===== config.mk =====
export PLATFORM = sky130hd
export DESIGN_NAME = video_timing_gen
export DESIGN_NICKNAME = d
export VERILOG_FILES = /design/src/rtl/video_timing_gen.sv
export SDC_FILE = /design/constraint.sdc
export NUM_CORES = 1
export LEC_CHECK = 0
export CAP_MARGIN = 20
export CORE_ASPECT_RATIO = 1.2
export CORE_MARGIN = 3
export CORE_UTILIZATION = 30
export CTS_BUF_LIST = sky130_fd_sc_hd__clkbuf_4 sky130_fd_sc_hd__clkbuf_8
export DETAILED_ROUTE_END_ITERATION = 6
export GPL_TIMING_DRIVEN = 0
export PLACE_DENSITY = 0.56
export SKIP_LAST_GASP = 1
export SYNTH_ARGS = -nofsm -noshare
export SYNTH_HDL_FRONTEND = slang
export SYNTH_SLANG_ARGS = --single-unit

===== constraint.sdc =====
create_clock -name clk -period 4.3 [get_ports clk]
set_input_delay 0.86 -clock clk [delete_from_list [all_inputs] [get_ports clk]]
set_output_delay 0.86 -clock clk [all_outputs]
set_load 0.01 [all_outputs]

===== src/rtl/video_timing_gen.sv =====
// Parametrised raster timing generator: hsync/vsync, data enable, line/frame strobes and a frame counter.
// Optional run-time reprogrammable timing, applied at frame wrap, is enabled by VIDEO_TIMING_RUNTIME_CFG_EN.
module video_timing_gen #(
  parameter int CW          = 10,
  parameter int HRes        = 480,
  parameter int HFrontPorch = 2,
  parameter int HSyncPulse  = 41,
  parameter int HBackPorch  = 2,
  parameter int VRes        = 272,
  parameter int VFrontPorch = 2,
  parameter int VSyncPulse  = 10,
  parameter int VBackPorch  = 2,
  parameter int HSyncPol    = 0,
  parameter int VSyncPol    = 0,
  parameter int FW          = 16
) (
  input  logic          clk,
  input  logic          rst,
  input  logic          en,
`ifdef VIDEO_TIMING_RUNTIME_CFG_EN
  input  logic          cfg_valid,
  input  logic [CW-1:0] cfg_hres,
  input  logic [CW-1:0] cfg_hfp,
  input  logic [CW-1:0] cfg_hsp,
  input  logic [CW-1:0] cfg_hbp,
  input  logic [CW-1:0] cfg_vres,
  input  logic [CW-1:0] cfg_vfp,
  input  logic [CW-1:0] cfg_vsp,
  input  logic [CW-1:0] cfg_vbp,
  output logic          cfg_ready,
`endif
  output logic          hsync,
  output logic          vsync,
  output logic          de,
  output logic [CW-1:0] sx,
  output logic [CW-1:0] sy,
  output logic          line_start,
  output logic          frame_start,
  output logic [FW-1:0] frame_cnt
);

  typedef struct packed {
    logic [CW-1:0] hres, hfp, hsp, hbp;
    logic [CW-1:0] vres, vfp, vsp, vbp;
  } timing_t;

  localparam timing_t DefTiming = '{
    hres: CW'(HRes), hfp: CW'(HFrontPorch), hsp: CW'(HSyncPulse), hbp: CW'(HBackPorch),
    vres: CW'(VRes), vfp: CW'(VFrontPorch), vsp: CW'(VSyncPulse), vbp: CW'(VBackPorch)
  };
  localparam logic        HsOn = 1'(HSyncPol);
  localparam logic        VsOn = 1'(VSyncPol);
  localparam logic [CW:0] One  = (CW+1)'(1);

  timing_t       act;
  logic [CW-1:0] hc, vc;
  logic [CW:0]   hs_beg, hs_end, h_total;
  logic [CW:0]   vs_beg, vs_end, v_total;
  logic          h_last, v_last, frame_wrap;
  logic          h_sync_on, v_sync_on;
  logic          started;

  // One extra bit so a total of exactly 2**CW is representable.
  assign hs_beg  = {1'b0, act.hres} + {1'b0, act.hfp};
  assign hs_end  = hs_beg + {1'b0, act.hsp};
  assign h_total = hs_end + {1'b0, act.hbp};
  assign vs_beg  = {1'b0, act.vres} + {1'b0, act.vfp};
  assign vs_end  = vs_beg + {1'b0, act.vsp};
  assign v_total = vs_end + {1'b0, act.vbp};

  assign h_last     = ({1'b0, hc} == h_total - One);
  assign v_last     = ({1'b0, vc} == v_total - One);
  assign frame_wrap = h_last && v_last;
  assign h_sync_on  = ({1'b0, hc} >= hs_beg) && ({1'b0, hc} < hs_end);
  assign v_sync_on  = ({1'b0, vc} >= vs_beg) && ({1'b0, vc} < vs_end);

`ifdef VIDEO_TIMING_RUNTIME_CFG_EN
  timing_t pend;

  // cfg_ready low means pend holds a timing set waiting for the next frame wrap.
  always_ff @(posedge clk) begin
    if (rst) begin
      act       <= DefTiming;
      pend      <= DefTiming;
      cfg_ready <= 1'b1;
    end else if (cfg_valid && cfg_ready) begin
      pend      <= '{hres: cfg_hres, hfp: cfg_hfp, hsp: cfg_hsp, hbp: cfg_hbp,
                     vres: cfg_vres, vfp: cfg_vfp, vsp: cfg_vsp, vbp: cfg_vbp};
      cfg_ready <= 1'b0;
    end else if (en && frame_wrap && !cfg_ready) begin
      act       <= pend;
      cfg_ready <= 1'b1;
    end
  end
`else
  assign act = DefTiming;
`endif

  // NOTE: non-blocking assignments, so every register here samples the pre-edge hc/vc.
  always_ff @(posedge clk) begin
    if (rst) begin
      hc <= '0;
      vc <= '0;
    end else if (en) begin
      hc <= h_last ? '0 : hc + CW'(1);
      if (h_last) vc <= v_last ? '0 : vc + CW'(1);
    end
  end

  always_ff @(posedge clk) begin
    if (rst) begin
      sx          <= '0;
      sy          <= '0;
      de          <= 1'b0;
      hsync       <= ~HsOn;
      vsync       <= ~VsOn;
      line_start  <= 1'b0;
      frame_start <= 1'b0;
      frame_cnt   <= '0;
      started     <= 1'b0;
    end else begin
      line_start  <= 1'b0;
      frame_start <= 1'b0;
      if (en) begin
        sx          <= hc;
        sy          <= vc;
        de          <= (hc < act.hres) && (vc < act.vres);
        hsync       <= h_sync_on ? HsOn : ~HsOn;
        vsync       <= v_sync_on ? VsOn : ~VsOn;
        line_start  <= (hc == '0);
        frame_start <= (hc == '0) && (vc == '0);
        // The first frame after reset is not a completed frame, so it is not counted.
        if ((hc == '0) && (vc == '0)) begin
          if (started) frame_cnt <= frame_cnt + FW'(1);
          started <= 1'b1;
        end
      end
    end
  end

endmodule


# Word-level counts from Yosys, hierarchy flattened
# Cells that the tools add are included.
# word_totals
ff_bits	62
latch_bits	0
ramBits	0
mem_bits_ro	0
inputBits	3
out_inout_bits	41
wordCells	37
n_memories	0
# classes
n_addsub	3
multipliers	0
n_div	0
magnitude_cmp	6
eq_ne	2
shift	0
muxes	4
n_bitwise	1
n_reduce_logical	10
# op_table
cell	count
less-than comparator 10 x 9 -> 1 bit, second input constant	3
adder 10 x 1 -> 10 bit, second input constant	2
>= comparator 10 x 9 -> 1 bit, second input constant	2
zero test 10 bit	2
two-way mux 10 bit	2
adder 16 x 1 -> 16 bit, second input constant	1
equality test 10 bit, second input constant	1
equality test 10 x 9 -> 1 bit, second input constant	1
less-than comparator 10 bit, second input constant	1
logical AND 1 bit	4
AND reduction 2 bit	2
AND reduction 3 bit	1
two-way mux 1 bit	2
OR reduction 2 bit	1
NOT 1 bit	1

# Longest topological paths before layout
# depth
depth_word	3
depth_mapped	9
mapped_depth_nobuf	7

# Least setup slack after synthesis
# No wires, ideal clock.
# synth_path
path_kind	input -> register
start	input en
end	register frame_cnt[13]
setup_ps	128
arrival_time_ps	2337
t_required_ps	4172
slack_ps	1836
cell_stages	6
path_buffers	1
path_cell_list	buf_4 -> nor4b_1 -> nand3_1 -> nor4_2 -> xnor2_1 -> nor2_1
# synth_between
elab_chain_len	1
# synth_lines
item	line_no	text
start: declaration	19	input logic en,
AND reduction 3 bit (no line)	--	
end signal: assignment	134	if (started) frame_cnt <= frame_cnt + FW'(1);
end: declaration	39	output logic [FW-1:0] frame_cnt
# No other way between the ends.
# A chain may end at the register's enable or synchronous reset.

# Worst setup path in the final report
# layout_path
start	input en
end	register frame_cnt[10]
# The elaborated chain is that of the path after synthesis.

==> impl_metrics.yaml <==
run_status:
  outcome: "completed"
critical_path:
  worstPathBufferInverterCount: 2
  worstPathCellList: "clkdlybuf4s50_1 -> buf_4 -> nor4b_1 -> nand3_1 -> nor4_2 -> xnor2_1 -> nor2_1"
  worstPathRequired_ns: 4.51
  cp-end-kind: "register"
  critPathKind: "in -> reg"
  worstPathArrival_ns: 3.42
  cp-start-kind: "primary input"
  worstPathMaxFanout: 10
  critPathMaxStageDelay_ns: 0.77
  crit_path_top_delay_cell: "nor4b_1"
  crit_family: "simple AND/OR/NAND/NOR gates"
route:
  drc: 0
  via_count: 2310
  dr.pass1.iters: 4
  viasPerCell: 4.676
  wl_per_cell_microns: 12.89
  first_iter_violations: 46
  postRouteAntennaNets: 0
  wl_mm: 6.366
sta:
  rsz0062_at_grt: "false"
  finalSetupViolations: 0
  skew_ns: 0.007726
  timing.hold.ws_ns: 0.4735
  worstMarginPinSlew_ns: 0.9709
  relSlewSlack_pct: 34.68
  hold_viol_final: 0
  finalSetupTns_ns: 0
  final_max_slew_viol_count: 0
  layout_setup_ws_ns: 1.089
  min_period_ns: 3.211
  fmax_ghz: 0.3114
  post-route-period-util_pct: 74.68
power:
  p_clk_share_pct: 42.0
  leakage_nw: 1.311
  p_seq_share_pct: 51.1
  power_density_mw_per_mm2: 317.2
  ir_drop_v: 0.0001260
  p_sw_mw: 0.2765
  swShare_pct: 23.98
  comb_power_share_pct: 6.8
  intPower_mw: 0.8764
logic_synthesis:
  netlist_instances: 315
  ys_warn_count: 0
  syn_nets: 326
  async_flop_share_pct: 0
  ys_ff_latch: 62
  synth_edf_count: 0
  synth.distinct_cells: 40
  synthFlopType: "dfxtp_1"
  synth-seq-area-share_pct: 43.34
  syn_avg_cell_area_sq_um: 9.092
  syn_area_sq_mm: 0.002864
min_path:
  min_path_type: "reg -> reg"
layout:
  num_antenna_cells: 0
  fin_cells: 494
  syn2layout_area_growth_pct: 26.91
  final_util_pct: 39.61
  drive_above_1_share_pct: 9.358
  nets: 380
clock_network:
  clk_latency_ns: 0.33
  cts_resized: 0
  hold_buffers: 0
  numCtsBuffers: 9
  cts_max_path_buffers: 2
  htreeDepth: 3
  clkTransAtPathRegs_ns: 0.07
  cts_tree: "built"
  clock-sinks: 62
  root_buffer: "clkbuf_8"
  cts_setup_buffers: 0
floorplan:
  core_area_sq_mm: 0.009176
  die_area_sq_mm: 0.01076
  std_cell_rows: 38
  initial_core_util_pct: 31.21
  fp.dieH_microns: 113.0
  num_io_pins: 44
  die_w_microns: 95.20
placed_design:
  port_buffers: 43
  preCtsSetupSlack_ns: 0.7710
  gp_congestion: 0.7667
  dpl.hpwl_mm: 4.550
  dpl.cell_count: 478
grt:
  grtUsageTotal_pct: 12.84
  grt_max_degree: 11
  grt_pass1_wl_mm: 10.78
  grt_pass1_vias: 2265
  grt_overflow: 0
  antenna_found_initial: 0
job:
  drv_cap: 0
final timing paths:
| kind | startpoint | to | slack [ns] | cells after the start |
|---|---|---|---|---|
| setup / recovery | en | frame_cnt[10]$_SDFFE_PP0P_ | 1.09 | 7 |
| hold / removal | vsync$_SDFFE_PP1P_ | vsync$_SDFFE_PP1P_ | 0.47 | 1 |
| setup reg to reg | hc[9]$_SDFFE_PP0P_ | frame_cnt[10]$_SDFFE_PP0P_ | 1.77 | 6 |
| hold reg to reg | vsync$_SDFFE_PP1P_ | vsync$_SDFFE_PP1P_ | 0.47 | 1 |
routing by layer:
metal  vias to the layer above  GRT usage (%)  wire, microns
met5                         -              0              0
met4                         0          5.294            131
met3                         8          4.189            245
met2                        47          20.04           2992
met1                      1073          16.18           2997
li1                       1182              -              -
cells by family (layout without fill, tap and decap cells):
group	after synthesis	in the layout	share of synthesized area (%)
AND/OR/NAND/NOR	146	146	27.79
flip-flops	62	62	43.34
XOR/XNOR	30	30	9.175
buffers and inverters	30	89	4.631
multiplexers	22	22	7.689
AO/OA/AOI/OAI	17	17	3.888
adder cells (fa/ha/maj)	8	8	3.495
synthesized netlist by cell type, types with 2 or more instances:
cell type / n / share of area, %
nor2_1: 63 / 8.3
buf_1: 2 / 0.26
xnor2_1: 21 / 6.4
xor2_1: 9 / 2.8
a21o_1: 2 / 0.52
clkbuf_1: 12 / 1.6
nor3_1: 6 / 1.0
ha_1: 8 / 3.5
nand3_1: 12 / 2.1
and4_1: 2 / 0.61
nor3_2: 2 / 0.70
dfxtp_1: 62 / 43
or4_1: 2 / 0.52
a21oi_1: 5 / 0.87
inv_1: 12 / 1.6
buf_6: 2 / 0.79
or3_1: 2 / 0.44
nor4_1: 5 / 1.1
mux2i_1: 22 / 7.7
and3_1: 7 / 1.5
nand2b_1: 2 / 0.44
nand4_1: 8 / 1.7
nor4_2: 11 / 4.8
o21ai_0: 3 / 0.52
nand2_1: 18 / 2.4
power by group through the flow:
stage | sequential, mW | clock (mW) | combinational, mW
2_1_floorplan | 0.603 | 0 | 0.0524
3_3_place_gp | 0.603 | 0 | 0.0780
3_5_place_dp | 0.603 | 0 | 0.0797
4_1_cts | 0.589 | 0.508 | 0.0803
5_1_grt | 0.591 | 0.532 | 0.0859
6_report | 0.590 | 0.485 | 0.0786
sequential cells by signal, summed over array words and instances (netlist names):
name         count
line_start       1
frame_start      1
sy              10
vsync            1
hsync            1
de               1
vc              10
started          1
sx              10
frame_cnt       16
hc              10
stage by stage:
step	power, mW	area, sq um
after floorplan	0.6551	2864
after global routing	1.209	3635
after global placement	0.6808	3445
final	1.153	3635
after CTS	1.177	3635
after detailed placement	0.6824	3445
cell type report:
| type | instances | area (sq um) |
|---|---|---|
| Fill cell | 932 | 5542 |
| Multi-Input combinational cell | 223 | 1490 |
| Sequential cell | 62 | 1241 |
| Timing Repair Buffer | 43 | 430.4 |
| Clock buffer | 13 | 172.7 |
| Tap cell | 120 | 150.1 |
| Buffer | 18 | 87.58 |
| Inverter | 12 | 45.04 |
| Clock inverter | 3 | 17.52 |
cells in the final DEF (no fill, tap or decap), drive strengths merged, types with 3 or more instances in the layout:
master	instances
a21oi	5
and3	7
buf	6
clkbuf	25
clkdlybuf4s50	43
dfxtp	62
ha	8
inv	12
mux2i	22
nand2	18
nand3	12
nand4	8
nor2	63
nor3	8
nor4	17
o21ai	3
or4	3
xnor2	21
xor2	9
worst register-to-register path, cell delays in order (launching register included):
cell and delay (ns):
dfxtp_1 0.30, clkbuf_1 0.18, nor4b_1 0.83, nand3_1 0.51, nor4_2 0.39, xnor2_1 0.16, nor2_1 0.05
(Power assumes the default switching activity.)
